**src/rtl/laplacian_window_gen_if.sv**
```systemverilog
// Stream bundle for the Laplacian window generator.
// Corner taps exist only when LAP_WIN_CORNERS_EN is defined.
interface laplacian_window_gen_if #(
  parameter int PW = 8
);
  logic          s_valid;
  logic          s_ready;
  logic          s_sof;
  logic [PW-1:0] s_data;
  logic          m_valid;
  logic          m_ready;
  logic          m_last;
  logic [PW-1:0] m_top;
  logic [PW-1:0] m_left;
  logic [PW-1:0] m_center;
  logic [PW-1:0] m_right;
  logic [PW-1:0] m_bottom;
`ifdef LAP_WIN_CORNERS_EN
  logic [PW-1:0] m_tl;
  logic [PW-1:0] m_tr;
  logic [PW-1:0] m_bl;
  logic [PW-1:0] m_br;

  modport master (
    output s_valid, s_sof, s_data, m_ready,
    input  s_ready, m_valid, m_last,
    input  m_top, m_left, m_center, m_right, m_bottom,
    input  m_tl, m_tr, m_bl, m_br
  );

  modport slave (
    input  s_valid, s_sof, s_data, m_ready,
    output s_ready, m_valid, m_last,
    output m_top, m_left, m_center, m_right, m_bottom,
    output m_tl, m_tr, m_bl, m_br
  );
`else
  modport master (
    output s_valid, s_sof, s_data, m_ready,
    input  s_ready, m_valid, m_last,
    input  m_top, m_left, m_center, m_right, m_bottom
  );

  modport slave (
    input  s_valid, s_sof, s_data, m_ready,
    output s_ready, m_valid, m_last,
    output m_top, m_left, m_center, m_right, m_bottom
  );
`endif
endinterface

```
**src/rtl/laplacian_window_gen.sv**
```systemverilog
// Streaming 3x3 cross-window generator with two line buffers.
// Optional corner taps: define LAP_WIN_CORNERS_EN.
module laplacian_window_gen #(
  parameter int ROWS = 242,
  parameter int COLS = 247,
  parameter int PW   = 8
) (
  input  logic clk,
  input  logic rst_n,
  laplacian_window_gen_if.slave bus
);

  localparam int RW = (ROWS > 1) ? $clog2(ROWS) : 1;
  localparam int CW = (COLS > 1) ? $clog2(COLS) : 1;

  logic [RW-1:0] r_row;
  logic [CW-1:0] r_col;
  logic [PW-1:0] r_line0 [COLS];
  logic [PW-1:0] r_line1 [COLS];

  // Column c-1 (all three rows) and column c-2 of the live window.
  logic [PW-1:0] r_c0_t;
  logic [PW-1:0] r_c0_m;
  logic [PW-1:0] r_c0_b;
  logic [PW-1:0] r_c1_m;
`ifdef LAP_WIN_CORNERS_EN
  logic [PW-1:0] r_c1_t;
  logic [PW-1:0] r_c1_b;
  logic [PW-1:0] r_tl;
  logic [PW-1:0] r_tr;
  logic [PW-1:0] r_bl;
  logic [PW-1:0] r_br;
`endif

  logic          r_m_valid;
  logic          r_m_last;
  logic [PW-1:0] r_top;
  logic [PW-1:0] r_left;
  logic [PW-1:0] r_center;
  logic [PW-1:0] r_right;
  logic [PW-1:0] r_bottom;

  logic          w_acc;
  logic          w_win;
  logic          w_last;
  logic          w_col_end;
  logic          w_row_end;
  logic [RW-1:0] w_row;
  logic [CW-1:0] w_col;
  logic [PW-1:0] w_l0;
  logic [PW-1:0] w_l1;

  assign bus.s_ready = !r_m_valid || bus.m_ready;
  assign w_acc       = bus.s_valid && bus.s_ready;

  // A start-of-frame beat is pixel (0,0) whatever the counters say.
  always_comb begin
    w_row = r_row;
    w_col = r_col;
    if (bus.s_sof) begin
      w_row = '0;
      w_col = '0;
    end
  end

  assign w_col_end = (w_col == CW'(COLS - 1));
  assign w_row_end = (w_row == RW'(ROWS - 1));
  assign w_last    = w_col_end && w_row_end;
  assign w_win     = w_acc && (w_row >= RW'(2)) && (w_col >= CW'(2));
  assign w_l0      = r_line0[w_col];
  assign w_l1      = r_line1[w_col];

  always_ff @(posedge clk or negedge rst_n) begin
    if (!rst_n) begin
      r_row <= '0;
      r_col <= '0;
    end else if (w_acc) begin
      if (w_col_end) begin
        r_col <= '0;
        r_row <= w_row_end ? '0 : w_row + RW'(1);
      end else begin
        r_col <= w_col + CW'(1);
        r_row <= w_row;
      end
    end
  end

  always_ff @(posedge clk) begin
    if (w_acc) begin
      r_line1[w_col] <= r_line0[w_col];
      r_line0[w_col] <= bus.s_data;
    end
  end

  always_ff @(posedge clk or negedge rst_n) begin
    if (!rst_n) begin
      r_c0_t <= '0;
      r_c0_m <= '0;
      r_c0_b <= '0;
      r_c1_m <= '0;
`ifdef LAP_WIN_CORNERS_EN
      r_c1_t <= '0;
      r_c1_b <= '0;
`endif
    end else if (w_acc) begin
      r_c0_t <= w_l1;
      r_c0_m <= w_l0;
      r_c0_b <= bus.s_data;
      r_c1_m <= r_c0_m;
`ifdef LAP_WIN_CORNERS_EN
      r_c1_t <= r_c0_t;
      r_c1_b <= r_c0_b;
`endif
    end
  end

  always_ff @(posedge clk or negedge rst_n) begin
    if (!rst_n) begin
      r_m_valid <= 1'b0;
      r_m_last  <= 1'b0;
      r_top     <= '0;
      r_left    <= '0;
      r_center  <= '0;
      r_right   <= '0;
      r_bottom  <= '0;
`ifdef LAP_WIN_CORNERS_EN
      r_tl      <= '0;
      r_tr      <= '0;
      r_bl      <= '0;
      r_br      <= '0;
`endif
    end else if (w_win) begin
      r_m_valid <= 1'b1;
      r_m_last  <= w_last;
      r_top     <= r_c0_t;
      r_left    <= r_c1_m;
      r_center  <= r_c0_m;
      r_right   <= w_l0;
      r_bottom  <= r_c0_b;
`ifdef LAP_WIN_CORNERS_EN
      r_tl      <= r_c1_t;
      r_tr      <= w_l1;
      r_bl      <= r_c1_b;
      r_br      <= bus.s_data;
`endif
    end else if (bus.m_ready) begin
      r_m_valid <= 1'b0;
    end
  end

  assign bus.m_valid  = r_m_valid;
  assign bus.m_last   = r_m_last;
  assign bus.m_top    = r_top;
  assign bus.m_left   = r_left;
  assign bus.m_center = r_center;
  assign bus.m_right  = r_right;
  assign bus.m_bottom = r_bottom;
`ifdef LAP_WIN_CORNERS_EN
  assign bus.m_tl     = r_tl;
  assign bus.m_tr     = r_tr;
  assign bus.m_bl     = r_bl;
  assign bus.m_br     = r_br;
`endif

endmodule

```
**src/flat_wrapper.sv**
```systemverilog
// flat-port wrapper written by rule: the top's interface ports become plain ports
module laplacian_window_gen_flat 
#(
  parameter int ROWS = 242,
  parameter int COLS = 247,
  parameter int PW   = 8
)
  (clk, rst_n, bus_s_valid, bus_s_sof, bus_s_data, bus_m_ready, bus_s_ready, bus_m_valid, bus_m_last, bus_m_top, bus_m_left, bus_m_center, bus_m_right, bus_m_bottom);
  laplacian_window_gen_if #(.PW(PW)) bus_i ();
  input  logic clk;
  input  logic rst_n;
  input wire logic [$bits(bus_i.s_valid)-1:0] bus_s_valid;
  input wire logic [$bits(bus_i.s_sof)-1:0] bus_s_sof;
  input wire logic [$bits(bus_i.s_data)-1:0] bus_s_data;
  input wire logic [$bits(bus_i.m_ready)-1:0] bus_m_ready;
  output wire logic [$bits(bus_i.s_ready)-1:0] bus_s_ready;
  output wire logic [$bits(bus_i.m_valid)-1:0] bus_m_valid;
  output wire logic [$bits(bus_i.m_last)-1:0] bus_m_last;
  output wire logic [$bits(bus_i.m_top)-1:0] bus_m_top;
  output wire logic [$bits(bus_i.m_left)-1:0] bus_m_left;
  output wire logic [$bits(bus_i.m_center)-1:0] bus_m_center;
  output wire logic [$bits(bus_i.m_right)-1:0] bus_m_right;
  output wire logic [$bits(bus_i.m_bottom)-1:0] bus_m_bottom;
  assign bus_i.s_valid = bus_s_valid;
  assign bus_i.s_sof = bus_s_sof;
  assign bus_i.s_data = bus_s_data;
  assign bus_i.m_ready = bus_m_ready;
  assign bus_s_ready = bus_i.s_ready;
  assign bus_m_valid = bus_i.m_valid;
  assign bus_m_last = bus_i.m_last;
  assign bus_m_top = bus_i.m_top;
  assign bus_m_left = bus_i.m_left;
  assign bus_m_center = bus_i.m_center;
  assign bus_m_right = bus_i.m_right;
  assign bus_m_bottom = bus_i.m_bottom;
  laplacian_window_gen #(.ROWS(ROWS), .COLS(COLS), .PW(PW)) u_core (.clk(clk), .rst_n(rst_n), .bus(bus_i));
endmodule
```
**config.mk**
```make
export PLATFORM = sky130hd
export DESIGN_NAME = laplacian_window_gen_flat
export DESIGN_NICKNAME = d
export VERILOG_FILES = /design/src/rtl/laplacian_window_gen_if.sv /design/src/rtl/laplacian_window_gen.sv /design/src/flat_wrapper.sv
export SDC_FILE = /design/constraint.sdc
export NUM_CORES = 2
export LEC_CHECK = 0
export CAP_MARGIN = 20
export CELL_PAD_IN_SITES_DETAIL_PLACEMENT = 1
export CELL_PAD_IN_SITES_GLOBAL_PLACEMENT = 2
export CORE_AREA = 4 4 645 647
export DETAILED_ROUTE_END_ITERATION = 8
export DIE_AREA = 0 0 649 651
export PLACE_DENSITY_LB_ADDON = 0.12
export SETUP_SLACK_MARGIN = 0.02
export SYNTH_ARGS = -nofsm -noshare
export SYNTH_HDL_FRONTEND = slang
export SYNTH_SLANG_ARGS = --single-unit
```
**constraint.sdc**
```tcl
create_clock -name clk -period 19.43 [get_ports clk]
set_input_delay 1.943 -clock clk [delete_from_list [all_inputs] [get_ports clk]]
set_output_delay 1.943 -clock clk [all_outputs]
set_load 0.005 [all_outputs]
```
==> impl_metrics.toml <==
[status]
status = "finished, final reports clean"

[clock_network]
cts-root-buf = "clkbuf_16"
cts_tree = "done"
clk_latency_ns = 1.00
ctsHoldBuffers = 0
htree_levels = 5
cts_made_buffers = 441
ctsResizeCount = 0
clockBufferDepth = 4
path_clk_slew_ns = 0.06
cts.sinks = 4042
cts_setup_buffers = 0

[worst_setup_path]
r2r_slack_ns = 11.44
rr_endpoint = "u_core.r_c0_m[6]$_DFFE_PN0P_"
crit_path_start_kind = "input pin"
reg2reg_depth = 15
endpoint_kind = "register"
critPathMaxFanout = 188
cp.required_ns = 20.06
reg2reg_from = "u_core.r_col[0]$_DFFE_PN0P_"
worstSetupPathType = "in2reg"
worstPathArrival_ns = 9.17

[drt]
ant_nets = 0
drc = 0
post_drt_wl_per_cell_um = 34.90
drt-pass1-iter-count = 6
finalWirelength_um = 575700
drtIter0Drc = 10860
routed-via-count = 99290
viasPerCell = 6.018

[synthesis]
synth-seq-cells = 4042
synth_edf_count = 3952
async_flop_share_pct = 2.227
syn-num-nets = 10540
synth_common_cells = "3952 x edfxtp_1, 1723 x nand2_1, 733 x a211oi_1, 709 x a311oi_1, 692 x nor2b_1"
syn_area_sq_um = 159700
ys.flop_type = "edfxtp_1"
synth_cell_types = 74
yosysMostFrequentCell = "edfxtp_1"
synth_top_area_share_pct = 74.33
ys_warn_count = 0
syn_inst = 10520
syn_area_per_cell_sq_um = 15.18
yosys-top-cells-area = "edfxtp_1 74%, nand2_1 4.1%, a311oi_1 3.9%"
synth_top_area_cell = "edfxtp_1"
yosysSeqAreaShare_pct = 75.74

[global_route]
grt_pass1_vias = 99660
grt_usage_pct = 26.49
antenna_found_initial = 34
grt_max_degree = 189
overflow = 0
grt_pass1_wl_um = 799000

[floorplan]
core-area_sq_um = 409600
fp-row-count = 235
die_h_um = 651
initial_core_util_pct = 38.98
ios = 56
die-area_sq_um = 422500
die_x_um = 649

[timing]
worst_pin_slew_ns = 1.394
fin_tns_setup_ns = 0
finClkSkew_ns = 0.05570
slew_violations = 0
fin_crit_sh_pct = 43.93
setup_viol = 0
slew-limit-headroom_pct = 7.040
hold_violations = 0
rsz0062_at_grt = "false"
fin_crit_ns = 8.537
fmaxAchievable_mhz = 117.1

[power]
power.density_nw_per_um2 = 113.2
finalPower_mw = 20.71
p_leak_nw = 57.14
max-vdd-ir-drop_mv = 0.08271

[hold_path]
min_path_type = "reg2reg"
min_from = "u_core.r_c0_b[6]$_DFFE_PN0P_"
min_path_cells = 2
min_delay_worst_endpoint = "u_core.r_c0_b[6]$_DFFE_PN0P_"

[finish]
finalNetCount = 10690
fill_cells = 39680
largestRegisters = "u_core.r_line0: 1976 flops, u_core.r_line1: 1976 flops"
syn_to_final_growth_pct = 14.55
drive_gt1_share_pct = 14.20

[place]
port-buffer-count = 55
gp_congestion = 0.8222
dpl.hpwl_um = 325900

[flow_run]
cap_violations = 0
final cells by class:
type / instances / area [sq um] / share of cell area [%]
clock inverter: 263 / 2394 / 1.309
antenna: 14 / 35.03 / 0.01916
multi-input combinational: 5615 / 36450 / 19.93
tap: 5451 / 6820 / 3.729
timing repair buffer: 543 / 4527 / 2.475
inverter: 27 / 136.4 / 0.07458
sequential: 4042 / 120900 / 66.13
clock buffer: 542 / 11580 / 6.335
per-layer routing:
layer / GRT usage [%] / wire (um)
met4: 8.471 / 20110
met3: 3.698 / 35740
met5: 0 / 45
met1: 36.93 / 248900
met2: 42.96 / 270900
critical path, cell delays in order:
cell and delay (ns):
clkbuf_8 0.53, nand2b_4 0.52, buf_12 0.39, buf_4 0.64, buf_12 0.70, a211oi_1 0.11
a311oi_1 0.41, nor4_1 0.14, o22ai_1 0.94, nor3_1 0.20, buf_4 0.24, nand3_4 0.61
buf_12 0.61
how the worst max path moves through the flow:
stage	end	start	cells past startpoint
after floorplan	u_core.r_c0_m[0]$_DFFE_PN0P_	bus_s_sof	12
after global routing	u_core.bus.m_right[1]$_DFFE_PN0P_	bus_s_sof	12
final	u_core.r_line1[160][0]$_DFFE_PP_	bus_s_sof	13
after detailed placement	u_core.r_line1[21][6]$_DFFE_PP_	bus_s_sof	12
after global placement	u_core.bus.m_right[1]$_DFFE_PN0P_	bus_s_sof	13
after CTS	u_core.r_line1[46][6]$_DFFE_PP_	bus_s_sof	12
per-stage QoR:
step	utilization [%]	worst slack [ns]	cell area (sq um)	hold WS, ns	std cells
finish	44.65	10.89	182900	0.4782	16500
global route	44.64	10.79	182800	0.5022	16490
CTS	44.61	10.91	182700	0.4783	16480
detailed placement	41.20	9.804	168800	0.4636	15670
global placement	41.14	9.279	168500	0.4557	15640
floorplan	-	11.15	159700	0.4417	10520
cells in the final DEF (no fill, tap or decap), drive strengths merged, types with 94 or more instances in the layout:
cell type,instances
a211oi,734
a311oi,709
a31oi,94
buf,496
clkbuf,544
clkinv,203
edfxtp,3952
mux2,106
mux2i,201
nand2,1723
nor2,316
nor2b,692
nor4,197
o21ai,115
o221ai,104
o22ai,121
power by group:
group / leakage, nW / internal [mW] / switching, mW
logic: 13.6 / 0.508 / 1.93
registers: 36.7 / 9.99 / 0.0465
clock network: 6.85 / 4.73 / 3.50
total: 57.1 / 15.2 / 5.48
cells by family after synthesis:
logic type,count (synthesis),share of synthesized area (%)
muxes,312,2.078
DFF,4042,75.74
and+or+nand+nor,3096,8.932
buffers and inverters,859,2.452
adders and majority gates,7,0.05486
xor gates and xnor gates,2,0.01097
AOI/OAI and AO/OA,2198,10.73
(Power assumes the default switching activity.)
